==> config.mk <==
export PLATFORM = sky130hd
export DESIGN_NAME = univ_shift_reg_n
export DESIGN_NICKNAME = d
export VERILOG_FILES = /design/src/rtl/shift_pkg.sv /design/src/rtl/shift_step.sv /design/src/rtl/univ_shift_reg_n.sv
export SDC_FILE = /design/constraint.sdc
export NUM_CORES = 1
export LEC_CHECK = 0
export BUFFER_PORTS_ARGS = -buffer_cell sky130_fd_sc_hd__buf_2
export CORE_ASPECT_RATIO = 0.8
export CORE_MARGIN = 1.5
export CORE_UTILIZATION = 54
export CTS_CLUSTER_SIZE = 8
export DETAILED_ROUTE_END_ITERATION = 10
export PLACE_DENSITY = 0.83
export SYNTH_ARGS = -nofsm -noshare
export SYNTH_HDL_FRONTEND = slang
export SYNTH_SLANG_ARGS = --single-unit
==> constraint.sdc <==
create_clock -name clk -period 4.9 [get_ports clk]
set_clock_uncertainty 0.1 [all_clocks]
set_input_delay 0.735 -clock clk [delete_from_list [all_inputs] [get_ports clk]]
set_output_delay 0.735 -clock clk [all_outputs]
set_load 0.02 [all_outputs]
==> src/rtl/shift_pkg.sv <==
// Shared definitions for the universal shift register: op encoding,
// sequencer states and the counter-width helper.
package shift_pkg;

  typedef enum logic [2:0] {
    OP_HOLD = 3'b000,
    OP_SHR  = 3'b001,
    OP_SHL  = 3'b010,
    OP_LOAD = 3'b011,
    OP_ROR  = 3'b100,
    OP_ROL  = 3'b101,
    OP_ASR  = 3'b110,
    OP_RSVD = 3'b111
  } op_e;

  typedef enum logic {
    ST_IDLE = 1'b0,
    ST_BUSY = 1'b1
  } state_e;

  // Bits needed to hold a step count from 0 up to width inclusive.
  function automatic int calc_cnt_w(input int width);
    return $clog2(width + 1);
  endfunction

  // Ops that move bits and are therefore worth repeating in a sequence;
  // HOLD, LOAD and the reserved code finish a sequence immediately.
  function automatic logic is_multi_step(input op_e op);
    return (op == OP_SHR) || (op == OP_SHL) || (op == OP_ROR) ||
           (op == OP_ROL) || (op == OP_ASR);
  endfunction

endpackage

==> src/rtl/shift_step.sv <==
// One step of the universal shifter: purely combinational next-q for a
// given op. Shared by the single-step path and the multi-step sequencer.
module shift_step
  import shift_pkg::*;
#(
  parameter int WIDTH = 8
) (
  input  logic [WIDTH-1:0] q,
  input  op_e              op,
  input  logic [WIDTH-1:0] p,
  input  logic             sir,
  input  logic             sil,
  output logic [WIDTH-1:0] q_next
);

  // Select the next register value for the requested op.
  always_comb begin
    // NOTE: assigning a default before the case keeps every path driven,
    // so no latch is inferred even if an op is added without an arm.
    q_next = q;
    case (op)
      OP_SHR:  q_next = {sir, q[WIDTH-1:1]};
      OP_SHL:  q_next = {q[WIDTH-2:0], sil};
      OP_LOAD: q_next = p;
      OP_ROR:  q_next = {q[0], q[WIDTH-1:1]};
      OP_ROL:  q_next = {q[WIDTH-2:0], q[WIDTH-1]};
      OP_ASR:  q_next = {q[WIDTH-1], q[WIDTH-1:1]};
      default: q_next = q;
    endcase
  end

endmodule

==> src/rtl/univ_shift_reg_n.sv <==
// Parametrised universal shift register with single-step operation and a
// multi-step shift-by-amount sequencer (start/busy/done handshake).
// Optional build macro SHIFTREG_PARITY_EN adds a parity output (XOR of q).
module univ_shift_reg_n
  import shift_pkg::*;
#(
  parameter int WIDTH = 8,
  parameter int CNT_W = shift_pkg::calc_cnt_w(WIDTH)
) (
  input  logic             clk,
  input  logic             clear_n,
  input  logic [2:0]       op,
  input  logic             en,
  input  logic             start,
  input  logic [CNT_W-1:0] amount,
  input  logic [WIDTH-1:0] p,
  input  logic             sir,
  input  logic             sil,
  output logic [WIDTH-1:0] q,
`ifdef SHIFTREG_PARITY_EN
  output logic             parity,
`endif
  output logic             busy,
  output logic             done
);

  state_e           state_q, state_d;
  op_e              op_q, op_d;
  logic [CNT_W-1:0] cnt_q, cnt_d;
  logic [WIDTH-1:0] q_q, q_d;
  logic             done_q, done_d;

  op_e              op_in;
  op_e              step_op;
  logic [WIDTH-1:0] step_q;

  assign op_in = op_e'(op);

  // While busy the latched op drives the step; when idle the live op does.
  assign step_op = (state_q == ST_BUSY) ? op_q : op_in;

  shift_step #(.WIDTH(WIDTH)) u_step (
    .q      (q_q),
    .op     (step_op),
    .p      (p),
    .sir    (sir),
    .sil    (sil),
    .q_next (step_q)
  );

  // Next-state logic: idle accepts start (priority) or a single step,
  // busy repeats the latched op until the counter runs out.
  always_comb begin
    state_d = state_q;
    op_d    = op_q;
    cnt_d   = cnt_q;
    q_d     = q_q;
    done_d  = 1'b0;
    case (state_q)
      ST_IDLE: begin
        if (start) begin
          op_d = op_in;
          if ((amount == '0) || !is_multi_step(op_in)) begin
            // Degenerate sequence: finishes now; only LOAD changes q.
            if (op_in == OP_LOAD) q_d = step_q;
            done_d = 1'b1;
          end else begin
            state_d = ST_BUSY;
            cnt_d   = amount;
          end
        end else if (en) begin
          q_d = step_q;
        end
      end
      ST_BUSY: begin
        q_d   = step_q;
        cnt_d = cnt_q - CNT_W'(1);
        if (cnt_q == CNT_W'(1)) begin
          state_d = ST_IDLE;
          done_d  = 1'b1;
        end
      end
      default: state_d = ST_IDLE;
    endcase
  end

  // State register with immediate asynchronous clear of all state.
  always_ff @(posedge clk or negedge clear_n) begin
    if (!clear_n) begin
      state_q <= ST_IDLE;
      op_q    <= OP_HOLD;
      cnt_q   <= '0;
      q_q     <= '0;
      done_q  <= 1'b0;
    end else begin
      // NOTE: non-blocking assignments so every register samples the
      // pre-edge values, independent of statement order.
      state_q <= state_d;
      op_q    <= op_d;
      cnt_q   <= cnt_d;
      q_q     <= q_d;
      done_q  <= done_d;
    end
  end

  assign q    = q_q;
  assign busy = (state_q == ST_BUSY);
  assign done = done_q;

`ifdef SHIFTREG_PARITY_EN
  assign parity = ^q_q;
`endif

endmodule

==> impl_metrics.py <==
metrics = {
    "grt": {
        "grt_pass1_wl_microns": 3877,
        "gr-total-overflow": 0,
        "antenna_found_initial": 0,
        "grt_usage_pct": 23.81,
        "grt_max_degree": 23,
        "grt_pass1_vias": 896,
    },
    "layout": {
        "antenna_cells": 0,
        "nets": 163,
        "drive_above_1_share_pct": 32.37,
        "syn_to_final_growth_pct": 16.51,
        "n_fill_cell": 149,
    },
    "synth": {
        "yosys_warnings": 0,
        "synthArstFlopShare_pct": 100.0,
        "synth_seq_cells": 17,
        "synth_top_area_share_pct": 39.53,
        "ys_top_cells_by_count": "dfrtp_1 (17), nor2_1 (14), mux2i_1 (8), a21oi_1 (7), nor3_1 (7)",
        "yosysMostFrequentCell": "dfrtp_1",
        "syn_nets": 132,
        "syn_area_sq_um": 1076,
        "synth_top_area_cell": "dfrtp_1",
        "synth_area_leaders": "dfrtp_1 (40%), mux2i_1 (7.4%), a222oi_1 (5.6%)",
        "synth_edf_count": 0,
        "synth_area_per_cell_sq_um": 9.872,
        "syn_inst": 109,
        "synth_flop_cell": "dfrtp_1",
        "synth_cell_types": 32,
        "yosysSeqAreaShare_pct": 39.53,
    },
    "place": {
        "place_congestion": 0.8158,
        "hpwl_microns": 1798,
        "io_buffers": 30,
    },
    "floorplan": {
        "coreArea_sq_um": 1874,
        "die-area_sq_um": 2271,
        "die_h_microns": 42.93,
        "die_w_microns": 52.91,
        "num_io_pins": 31,
        "initial_core_util_pct": 57.41,
        "std_cell_rows": 14,
    },
    "critical_path": {
        "startpoint": "busy$_DFF_PN0_",
        "arrival_ns": 2.45,
        "cp-start-kind": "flip-flop",
        "critical_path.max_stage_delay_ns": 0.86,
        "r2r_start": "busy$_DFF_PN0_",
        "crit_type": "flip-flop to flip-flop",
        "cp.required_ns": 4.96,
        "path_cells": "mux2i_2 > nor3_2 > a21o_1 > a222oi_1 > a21oi_1",
        "cpMaxStageDelayCell": "dfrtp_1",
        "critPathMaxFanout": 22,
        "crit_path_end_kind": "flip-flop",
    },
    "timing": {
        "tightest_slew_ns": 0.7699,
        "period_share_pct": 48.83,
        "finalCriticalPeriod_ns": 2.393,
        "slew_violations": 0,
        "setup-tns-final_ns": 0,
        "finalSetupViolations": 0,
        "rsz0062_at_grt": "false",
        "hold_violations": 0,
        "max_slew_margin_pct": 48.67,
        "max_freq_ghz": 0.4179,
    },
    "run_status": {
        "outcome": "finished, final reports clean",
    },
    "cts": {
        "numCtsBuffers": 3,
        "clockBufferDepth": 2,
        "clk_pin_slew_ns": 0.11,
        "clock_latency_ns": 0.30,
        "htreeDepth": 1,
        "clockRootBuffer": "clkbuf_4",
        "holdBufCountCts": 0,
        "post_cts_buffers": 0,
        "cts_tree": "done",
        "cts.sinks": 17,
        "post_cts_resized": 0,
    },
    "routing": {
        "drc_errors": 0,
        "post_drt_wl_per_cell_microns": 14.63,
        "dr.pass1.iters": 4,
        "drt_iter0_drc": 55,
        "wl_microns": 2384,
        "vias": 964,
        "antenna_left": 0,
        "viasPerCell": 5.914,
    },
    "power_and_ir_drop": {
        "ir_worst_vdd_uv": 457.5,
        "p_total_w": 0.0009283,
        "p_per_area_nw_per_um2": 740.4,
        "leakage_nw": 0.6077,
    },
    "run": {
        "maxCapViolCount": 0,
    },
    "min_path": {
        "hold_class": "input pin to asynchronous set/reset pin",
    },
}
## path summary, 6_finish.rpt
path / cells past startpoint / slack, ns / endpoint
max: 5 / 2.51 / q[3]$_DFFE_PN0P_
min: 1 / 0.23 / op_q[1]$_DFFE_PN0P_
max reg2reg: 5 / 2.51 / q[3]$_DFFE_PN0P_
min reg2reg: 1 / 0.47 / cnt_q[0]$_DFFE_PN0P_
max in group asynchronous: 1 / 4.18 / cnt_q[1]$_DFFE_PN0P_
min in group clk: 1 / 0.47 / cnt_q[0]$_DFFE_PN0P_
## power breakdown
group	switching (W)	leakage [nW]	internal (W)
Sequential	0.000101	0.197	0.000216
Clock	0.0000467	0.0177	0.0000304
Combinational	0.000295	0.393	0.000239
Total	0.000442	0.608	0.000486
## layout by cell type (no fill, tap or decap), drive strengths merged
master  instances
a211o           1
a211oi          2
a21o            3
a21oi           7
a222oi          6
a31oi           1
and3            1
and4b           1
buf            30
clkbuf          3
clkinv          1
dfrtp          17
ha              2
inv             2
mux2            5
mux2i          11
nand2           6
nand2b          2
nand3           3
nor2           15
nor2b           1
nor3            9
nor4            1
o21ai           5
o221ai          1
o41ai           1
xnor2           1
xor2            1
## area by class of cell
| class | instances | area (sq um) | area share, % |
|---|---|---|---|
| clock buffers | 3 | 22.52 | 1.796 |
| inverters | 2 | 7.507 | 0.5988 |
| well taps | 24 | 30.03 | 2.395 |
| flip-flops and latches | 17 | 425.4 | 33.93 |
| multi-input cells | 86 | 613.1 | 48.90 |
| clock inverters | 1 | 5.005 | 0.3992 |
| repair buffers | 30 | 150.1 | 11.98 |
## state kept, by name, summed over array words and instances (netlist names)
signal	count
cnt_q	4
busy	1
op_q	3
q	8
done	1
## per-stage QoR
| step | cells | worst slack [ns] | utilization [%] | hold WS, ns | cell area (sq um) |
|---|---|---|---|---|---|
| CTS | 163 | 2.513 | 66.89 | 0.2448 | 1254 |
| floorplan | 109 | 2.785 | - | 0.3394 | 1076 |
| finish | 163 | 2.507 | 66.89 | 0.2340 | 1254 |
| detailed placement | 159 | 2.536 | 65.42 | 0.4612 | 1226 |
| global route | 163 | 2.337 | 66.89 | 0.2596 | 1254 |
| global placement | 159 | 2.602 | 65.42 | 0.4378 | 1226 |
## cell families (layout without fill, tap and decap cells)
kind of cell	count (synthesis)	count (layout)	share of synthesized area, %
AOI/OAI and AO/OA	27	27	17.67
muxes	16	16	16.86
and+or+nand+nor	39	39	18.49
DFF	17	17	39.54
buffers and inverters	6	36	3.489
adders and majority gates	2	2	2.325
xor gates and xnor gates	2	2	1.628
## worst max-delay path: cells and delay by family, from the launching register on
| kind | cells | cell delay, ns |
|---|---|---|
| flip-flops | 1 | 0.86 |
| AO/OA/AOI/OAI | 3 | 0.73 |
| multiplexers | 1 | 0.46 |
| AND/OR/NAND/NOR | 1 | 0.11 |
## metal layers
metal	up-vias	wire length (microns)	GRT usage, %
met4	0	40	9.744
met5	-	0	0
li1	477	-	-
met3	4	117	7.746
met2	31	1133	36.25
met1	452	1092	31.18
Power figures use the tool's default switching activity.
